[config.mk]
export PLATFORM = sky130hd
export DESIGN_NAME = div16_16cycle_flat
export DESIGN_NICKNAME = d
export VERILOG_FILES = /design/src/rtl/div16_16cycle_pkg.sv /design/src/rtl/div16_16cycle_if.sv /design/src/rtl/div16_16cycle_step.sv /design/src/rtl/div16_16cycle.sv /design/src/flat_wrapper.sv
export SDC_FILE = /design/constraint.sdc
export NUM_CORES = 1
export LEC_CHECK = 0
export ABC_CLOCK_PERIOD_IN_PS = 6900
export BUFFER_PORTS_ARGS = -buffer_cell sky130_fd_sc_hd__clkbuf_2
export CAP_MARGIN = 20
export CORE_MARGIN = 8
export CORE_UTILIZATION = 59
export CTS_CLUSTER_DIAMETER = 100
export CTS_CLUSTER_SIZE = 20
export DETAILED_ROUTE_END_ITERATION = 10
export PLACE_DENSITY = 0.85
export SYNTH_ARGS = -nofsm -noshare
export SYNTH_HDL_FRONTEND = slang
export SYNTH_SLANG_ARGS = --single-unit
[constraint.sdc]
create_clock -name clk -period 6.9 [get_ports clk]
set_input_delay 1.035 -clock clk [delete_from_list [all_inputs] [get_ports clk]]
set_output_delay 1.035 -clock clk [all_outputs]
set_load 0.01 [all_outputs]
[src/rtl/div16_16cycle_pkg.sv]
// Shared definitions for the 16-cycle restoring divider.
//   DIV_WIDTH : operand, quotient and remainder width (one quotient bit per clock)
//   CNT_W     : width of the iteration counter
//   state_e   : divider FSM states
package div_pkg;
  localparam int DIV_WIDTH = 16;
  localparam int CNT_W     = $clog2(DIV_WIDTH);

  typedef enum logic [1:0] {
    IDLE = 2'd0,
    RUN  = 2'd1,
    DONE = 2'd2
  } state_e;
endpackage

[src/rtl/div16_16cycle_if.sv]
// Request/result bundle for div16_16cycle.
// Handshake: the master raises start with dividend/divisor for one or more
// cycles; the divider takes it only on an edge where it is IDLE (busy=0 and
// done=0). busy is high while iterating; done pulses for exactly one cycle
// when quotient/remainder become valid, and they hold until the next accepted
// start.
//   start, dividend, divisor           : master -> divider
//   busy, done, quotient, remainder    : divider -> master
//   dbz (only with DIV_BY_ZERO_FLAG_EN): divider -> master, sticky div-by-zero
interface div16_16cycle_if;
  import div_pkg::*;

  logic                 start;
  logic [DIV_WIDTH-1:0] dividend;
  logic [DIV_WIDTH-1:0] divisor;
  logic                 busy;
  logic                 done;
  logic [DIV_WIDTH-1:0] quotient;
  logic [DIV_WIDTH-1:0] remainder;
`ifdef DIV_BY_ZERO_FLAG_EN
  logic                 dbz;

  modport master (output start, dividend, divisor,
                  input  busy, done, quotient, remainder, dbz);
  modport slave  (input  start, dividend, divisor,
                  output busy, done, quotient, remainder, dbz);
`else
  modport master (output start, dividend, divisor,
                  input  busy, done, quotient, remainder);
  modport slave  (input  start, dividend, divisor,
                  output busy, done, quotient, remainder);
`endif
endinterface

[src/rtl/div16_16cycle_step.sv]
// div_step: one combinational restoring-division iteration.
// Shifts the next dividend bit into the partial remainder, trial-subtracts the
// divisor, and keeps the difference only if it did not go negative.
//   rem_i     : partial remainder (WIDTH+1 bits)
//   bit_i     : next dividend bit (MSB of the quotient/shift register)
//   divisor_i : divisor
//   rem_o     : updated partial remainder
//   q_bit_o   : resolved quotient bit
module div_step
  import div_pkg::*;
#(
  parameter int WIDTH = DIV_WIDTH
) (
  input  logic [WIDTH:0]   rem_i,
  input  logic             bit_i,
  input  logic [WIDTH-1:0] divisor_i,
  output logic [WIDTH:0]   rem_o,
  output logic             q_bit_o
);
  logic [WIDTH+1:0] shifted;
  logic [WIDTH+1:0] trial;

  // The partial remainder is always below the divisor, so rem_i[WIDTH] is 0
  // and the shifted value fits in WIDTH+1 bits. Carrying one extra bit keeps
  // the subtraction exact without relying on that invariant.
  assign shifted = {rem_i, bit_i};
  assign trial   = shifted - {2'b00, divisor_i};
  assign q_bit_o = ~trial[WIDTH+1];
  assign rem_o   = q_bit_o ? trial[WIDTH:0] : shifted[WIDTH:0];
endmodule

[src/rtl/div16_16cycle.sv]
// div16_16cycle: sequential unsigned restoring divider, one quotient bit per
// clock, MSB first. Accepted start -> 16 RUN cycles -> one DONE cycle.
// Divide by zero needs no special path: every trial subtract succeeds, giving
// quotient = all ones and remainder = dividend.
// Optional macro DIV_BY_ZERO_FLAG_EN adds the sticky bus.dbz flag.
//   clk     : clock, rising edge
//   rst     : synchronous active-high reset
//   bus     : request/result interface (slave side)
//   state_o : current FSM state, for observation
module div16_16cycle
  import div_pkg::*;
(
  input  logic                clk,
  input  logic                rst,
  div16_16cycle_if.slave      bus,
  output state_e              state_o
);
  state_e               state_q, state_d;
  logic [CNT_W-1:0]     cnt_q, cnt_d;
  logic [DIV_WIDTH-1:0] q_q, q_d;     // dividend shifts out, quotient shifts in
  logic [DIV_WIDTH:0]   rem_q, rem_d;
  logic [DIV_WIDTH-1:0] dvs_q, dvs_d;

  logic [DIV_WIDTH:0]   step_rem;
  logic                 step_q_bit;

  div_step #(.WIDTH(DIV_WIDTH)) u_step (
    .rem_i     (rem_q),
    .bit_i     (q_q[DIV_WIDTH-1]),
    .divisor_i (dvs_q),
    .rem_o     (step_rem),
    .q_bit_o   (step_q_bit)
  );

  always_comb begin
    state_d = state_q;
    cnt_d   = cnt_q;
    q_d     = q_q;
    rem_d   = rem_q;
    dvs_d   = dvs_q;
    case (state_q)
      IDLE: begin
        if (bus.start) begin
          q_d     = bus.dividend;
          dvs_d   = bus.divisor;
          rem_d   = '0;
          cnt_d   = CNT_W'(DIV_WIDTH - 1);
          state_d = RUN;
        end
      end
      RUN: begin
        q_d   = {q_q[DIV_WIDTH-2:0], step_q_bit};
        rem_d = step_rem;
        if (cnt_q == '0) state_d = DONE;
        else             cnt_d   = cnt_q - 1'b1;
      end
      DONE:    state_d = IDLE;
      default: state_d = IDLE;
    endcase
  end

  always_ff @(posedge clk) begin
    if (rst) begin
      state_q <= IDLE;
      cnt_q   <= '0;
      q_q     <= '0;
      rem_q   <= '0;
      dvs_q   <= '0;
    end else begin
      state_q <= state_d;
      cnt_q   <= cnt_d;
      q_q     <= q_d;
      rem_q   <= rem_d;
      dvs_q   <= dvs_d;
    end
  end

  assign bus.busy      = (state_q == RUN);
  assign bus.done      = (state_q == DONE);
  assign bus.quotient  = q_q;
  assign bus.remainder = rem_q[DIV_WIDTH-1:0];
  assign state_o       = state_q;

`ifdef DIV_BY_ZERO_FLAG_EN
  logic dbz_q;

  always_ff @(posedge clk) begin
    if (rst)                                dbz_q <= 1'b0;
    else if (state_q == IDLE && bus.start)  dbz_q <= (bus.divisor == '0);
  end

  assign bus.dbz = dbz_q;
`endif
endmodule
[src/flat_wrapper.sv]
// flat-port wrapper written by rule: the top's interface ports become plain ports
module div16_16cycle_flat import div_pkg::*;
  (clk, rst, state_o, bus_start, bus_dividend, bus_divisor, bus_busy, bus_done, bus_quotient, bus_remainder);
  div16_16cycle_if bus_i ();
  input  logic clk;
  input  logic rst;
  output state_e state_o;
  input wire logic [$bits(bus_i.start)-1:0] bus_start;
  input wire logic [$bits(bus_i.dividend)-1:0] bus_dividend;
  input wire logic [$bits(bus_i.divisor)-1:0] bus_divisor;
  output wire logic [$bits(bus_i.busy)-1:0] bus_busy;
  output wire logic [$bits(bus_i.done)-1:0] bus_done;
  output wire logic [$bits(bus_i.quotient)-1:0] bus_quotient;
  output wire logic [$bits(bus_i.remainder)-1:0] bus_remainder;
  assign bus_i.start = bus_start;
  assign bus_i.dividend = bus_dividend;
  assign bus_i.divisor = bus_divisor;
  assign bus_busy = bus_i.busy;
  assign bus_done = bus_i.done;
  assign bus_quotient = bus_i.quotient;
  assign bus_remainder = bus_i.remainder;
  div16_16cycle u_core (.clk(clk), .rst(rst), .bus(bus_i), .state_o(state_o));
endmodule
; Word-level counts from Yosys, hierarchy flattened
; Index checks and enable logic that the tools add are counted.
[op_classes]
addsub = 2
mul = 0
n_div = 0
n_lt_le_gt_ge = 0
eq_ne = 5
n_shift = 0
muxes = 11
bitwise = 1
reduce_logical = 7
[op_table]
columns = operator, n
row1 = 2-to-1 mux 17 bit, 2
row2 = case mux 17 bit (2 select lines), 1
row3 = case mux 16 bit (2 select lines), 1
row4 = subtractor 18 x 16 -> 18 bit, 1
row5 = 2-to-1 mux 16 bit, 1
row6 = 2-to-1 mux 4 bit, 2
row7 = case mux 4 bit (2 select lines), 1
row8 = AND reduction 2 bit, 3
row9 = zero test 4 bit, 1
row10 = 2-to-1 mux 2 bit, 2
row11 = "!= test 2 bit, second input constant", 2
row12 = case mux 2 bit (2 select lines), 1
row13 = "subtractor 4 x 1 -> 4 bit, second input constant", 1
row14 = AND reduction 3 bit, 1
row15 = "== test 2 x 1 -> 1 bit, second input constant", 1
row16 = "== test 2 bit, second input constant", 1
row17 = zero test 2 bit, 1
row18 = "!= test 2 x 1 -> 1 bit, second input constant", 1
row19 = nonzero test 2 bit, 1
row20 = NOT 1 bit, 1
[totals]
ff_bits = 55
latchBits = 0
ramBits = 0
rom_bits = 0
in_bits = 35
out_inout_bits = 36
memories = 0

; Logic depth before layout (Yosys ltp)
[depth]
word_depth = 3
depth_mapped = 11

; Cells and area by module
; Synthesis repeated with hierarchy kept, for this count alone.
[hier_totals]
hier_cells = 394
area_unflattened_um2 = 3428.3
[by_module_without_submodules]
columns = module, n_inst, cells_per_inst, area_each_um2
row1 = div16_16cycle, 1, 246, 2277.2
row2 = div_step, 1, 148, 1151.1

; Worst setup path before layout
; No wires, ideal clock.
[synth_path]
path_kind = register to register
from = register u_core.dvs_q[14]
to = register u_core.q_q[0], in the netlist u_core.bus.quotient[0]
setup_ns = 0.128
arrival_time_ns = 2.188
required_time_ns = 6.772
slack_ns = 4.585
path_stages_with_launch = 11
path_buffers = 1
period_less_slack_ns = 2.315
cell_sequence = dfxtp_1 inv_1 ha_1 a21o_1 a211o_1 or3_1 o211ai_2 nor3_4 buf_8 a222oi_1 nor2_1
[synth_between]
elab_chain_len = 3
[synth_rtl]
columns = element, line_no
row1 = "start, declared", div16_16cycle.sv:22  ; logic [DIV_WIDTH-1:0] dvs_q, dvs_d;
row2 = "start signal, assigned", div16_16cycle.sv:74  ; dvs_q <= dvs_d;
row3 = subtractor 18 x 16 -> 18 bit, div16_16cycle_step.sv:27  ; assign trial = shifted - {2'b00, divisor_i};
row4 = NOT 1 bit, div16_16cycle_step.sv:28  ; assign q_bit_o = ~trial[WIDTH+1];
row5 = case mux 16 bit (2 select lines), div16_16cycle.sv:41  ; case (state_q)
row6 = "end signal, assigned", div16_16cycle.sv:72  ; q_q <= q_d;
row7 = "end, declared", div16_16cycle.sv:20  ; logic [DIV_WIDTH-1:0] q_q, q_d;
; No other way between the ends.
; A chain may end at the register's enable or synchronous reset.

; Final worst setup path
[layout_path]
from = register u_core.dvs_q[4]
to = register u_core.rem_q[10]
[layout_between]
elab_chain_len = 3
[layout_rtl]
columns = element, line_no
row1 = subtractor 18 x 16 -> 18 bit, div16_16cycle_step.sv:27
row2 = 2-to-1 mux 17 bit, div16_16cycle_step.sv:29  ; assign rem_o = q_bit_o ? trial[WIDTH:0] : shifted[WIDTH:0];
row3 = case mux 17 bit (2 select lines), div16_16cycle.sv:41
row4 = "end signal, assigned", div16_16cycle.sv:73  ; rem_q <= rem_d;
row5 = "end, declared", div16_16cycle.sv:21  ; logic [DIV_WIDTH:0] rem_q, rem_d;
; No other way between the ends.

==> flow_summary_export.csv <==
group,metric,value,unit
clock_tree,cts_tree,"done",
global_route,grt_pass1_vias,3032,
clock_tree,htreeDepth,2,
placed_design,dp_hpwl,5960,µm
routing,wl_per_cell,14.5,µm
global_route,met2_usage,32.1,%
worst_hold_path,min_path_type,"register to register",
pwr,leakage,0.00166,µW
routing,finalWirelength,8110,µm
floorplanning,die_h,92.0,µm
routing,drt-pass1-iter-count,4,
cells_and_area,nets,541,
global_route,met1_usage,23.6,%
job,drv_cap,0,
global_route,grtUsageTotal,19.2,%
worst_setup_path,worstPathArrival,3.07,ns
global_route,grt_max_degree,41,
timing,fin_crit,2.89,ns
timing,fmax,346,MHz
routing,final_antenna_net_count,0,
global_route,antenna_found_initial,0,
floorplanning,rows,27,
yosys,yosysWarnings,0,
routing,drtIter0Drc,180,
yosys,syn_inst,449,
placed_design,io_buffer_count,70,
cells_and_area,syn_to_final_growth,9.56,%
floorplanning,dieArea,8450,µm²
timing,slew_headroom,33.9,%
floorplanning,core_area,5540,µm²
global_route,met3_usage,4.65,%
timing,post-route-period-util,41.8,%
floorplanning,start_util,61.4,%
clock_tree,postCtsSetupBuffers,0,
pwr,powerDensity,358,nW/µm²
yosys,netlist_area,3400,µm²
worst_setup_path,cp-end-kind,"register",
yosys,synth_ff_type,"dfxtp_1",
worst_setup_path,startpoint_type,"register",
clock_tree,clk_pin_slew,0.10,ns
floorplanning,ioPinCount,71,
global_route,overflow,0,
yosys,synth.area.top_cells,"dfxtp_1 (32%), nand2_1 (6.9%), a21oi_1 (6.8%)",
cells_and_area,drive_gt1_share,18.2,%
yosys,seq_area_frac_synth,32.4,%
worst_setup_path,path_max_fanout,16,
timing,finalHoldViolations,0,
yosys,yosysTopAreaCell,"dfxtp_1",
clock_tree,clock_path_buffers,2,
worst_setup_path,cp_data_required_time,7.08,ns
cells_and_area,antenna_cells,0,
yosys,synth_top_area_share,32.4,%
timing,slew_violations,0,
global_route,grt_pass1_wl,13800,µm
placed_design,dp_cells,553,
placed_design,gpl.final_weighted_congestion,0.883,
floorplanning,die_w,92.0,µm
yosys,postSynthAreaPerCell,7.58,µm²
clock_tree,cts-root-buf,"clkbuf_8",
yosys,yosysUniqueCellTypes,56,
timing,timing.final.setup_violations,0,
timing,worstMarginPinSlew,0.988,ns
cells_and_area,stdcell_count,561,
yosys,synth-edff-count,0,
yosys,synth_nets,502,
clock_tree,cts_resized,0,
run_status,outcome,"finished clean",
timing,finalSetupTns,0,ns
clock_tree,postCtsHoldBufs,0,
clock_tree,insertion_delay,0.31,ns
worst_setup_path,crit_type,"register to register",
global_route,grt.busiest_layer,"met2",
routing,vias,3126,
routing,drcViolationCount,0,
timing,rsz0062_at_grt,"false",
yosys,synth-seq-cells,55,
routing,avgViaCountPerCell,5.57,
clock_tree,numCtsBuffers,5,
timing,hold_slack,0.462,ns
clock_tree,cts_sinks,55,
timing,finClkSkew,0.00852,ns
pwr,peakVddDrop,0.214,mV
yosys,async_flop_share,0,%
[Yosys cell counts, types with 2 or more instances]
library cell	n
a21oi_1	46
nand3_1	3
a211oi_1	7
xnor2_1	11
nand2_1	63
nand4_1	2
mux2i_1	14
a31o_1	2
a211o_1	2
buf_1	2
and2_1	2
clkbuf_1	16
o211ai_2	2
inv_1	23
a31oi_1	3
o21ai_1	14
o21ai_0	6
buf_4	19
a21o_1	2
nor3_1	17
xor2_1	3
or3_1	3
nor2_1	61
dfxtp_1	55
o211ai_1	3
nor2b_1	18
nand2b_1	2
ha_1	17
a22o_1	2
o21a_1	3
[cell families after synthesis]
kind of cell             count (synthesis)  synth area share, %
XOR/XNOR                                14                 3.60
flip-flops                              55                 32.4
AO/OA/AOI/OAI                          107                 19.9
AND/OR/NAND/NOR                        178                 23.5
buffers and inverters                   63                 9.63
adder cells (fa/ha/maj)                 18                 6.84
multiplexers                            14                 4.12
[layout make-up]
type | instances | area (µm²)
Inverter | 23 | 86.3
Clock inverter | 2 | 38.8
Tap cell | 72 | 90.1
Sequential cell | 55 | 1100
Timing Repair Buffer | 72 | 365
Multi-Input combinational cell | 331 | 1970
Clock buffer | 6 | 72.6
Fill cell | 514 | 1810
[critical path, cell delays in order (launching register included)]
cell and delay (ns):
dfxtp_1 0.34, inv_1 0.05, ha_1 0.35, a21o_1 0.24, a31o_1 0.22, o21ai_2 0.18, a21oi_1 0.14, nor3_4 0.83
mux2i_1 0.31, o21ai_1 0.09
[flip-flops by register name, indices dropped and copies added, names as in the netlist]
name and count:
u_core.rem_q 17, u_core.cnt_q 4, u_core.bus.quotient 16, u_core.dvs_q 16, u_core.state_o 2
[final timing paths]
check,from,cells past startpoint,endpoint,slack (ns)
setup reg to reg,u_core.dvs_q[4]$_SDFFE_PP0P_,9,u_core.rem_q[10]$_SDFFE_PP0P_,4.01
hold reg to reg,u_core.dvs_q[5]$_SDFFE_PP0P_,2,u_core.dvs_q[5]$_SDFFE_PP0P_,0.46
setup / recovery,u_core.dvs_q[4]$_SDFFE_PP0P_,9,u_core.rem_q[10]$_SDFFE_PP0P_,4.01
hold / removal,u_core.dvs_q[5]$_SDFFE_PP0P_,2,u_core.dvs_q[5]$_SDFFE_PP0P_,0.46
[stage by stage]
| step | util, % | total power (µW) | cell area, µm² | worst slack (ns) |
|---|---|---|---|---|
| detailed placement | 65.3 | 1110 | 3620 | 3.91 |
| global route | 67.3 | 1430 | 3730 | 3.84 |
| global placement | 65.3 | 1100 | 3620 | 4.01 |
| floorplan | - | 1020 | 3400 | 4.58 |
| CTS | 67.3 | 1340 | 3730 | 4.00 |
| finish | 67.3 | 1340 | 3730 | 4.01 |
[layer usage]
layer / vias up / part of all wire, %
met4: 0 / 1.4
met2: 95 / 48
met3: 10 / 5.6
met1: 1432 / 45
met5: - / 0
li1: 1589 / -
[cells in the final DEF, fill, tap and decap left out, types with 5 or more instances in the layout]
master,instances
ha_1,17
dfxtp_1,55
o21ai_0,6
xnor2_1,11
clkbuf_8,5
nor2b_1,18
o21ai_1,14
a211oi_1,7
inv_1,23
nor3_1,17
clkbuf_2,70
nor2_1,61
nand2_1,63
a21oi_1,46
mux2i_1,14
[power by group]
part / total, µW / switching (µW) / internal, µW / leakage [µW]
sequential: 398 / 39.4 / 359 / 0.000452
clock: 217 / 107 / 110 / 0.0000558
combinational: 720 / 401 / 319 / 0.00116
total: 1340 / 547 / 788 / 0.00166
(Power assumes the default switching activity.)
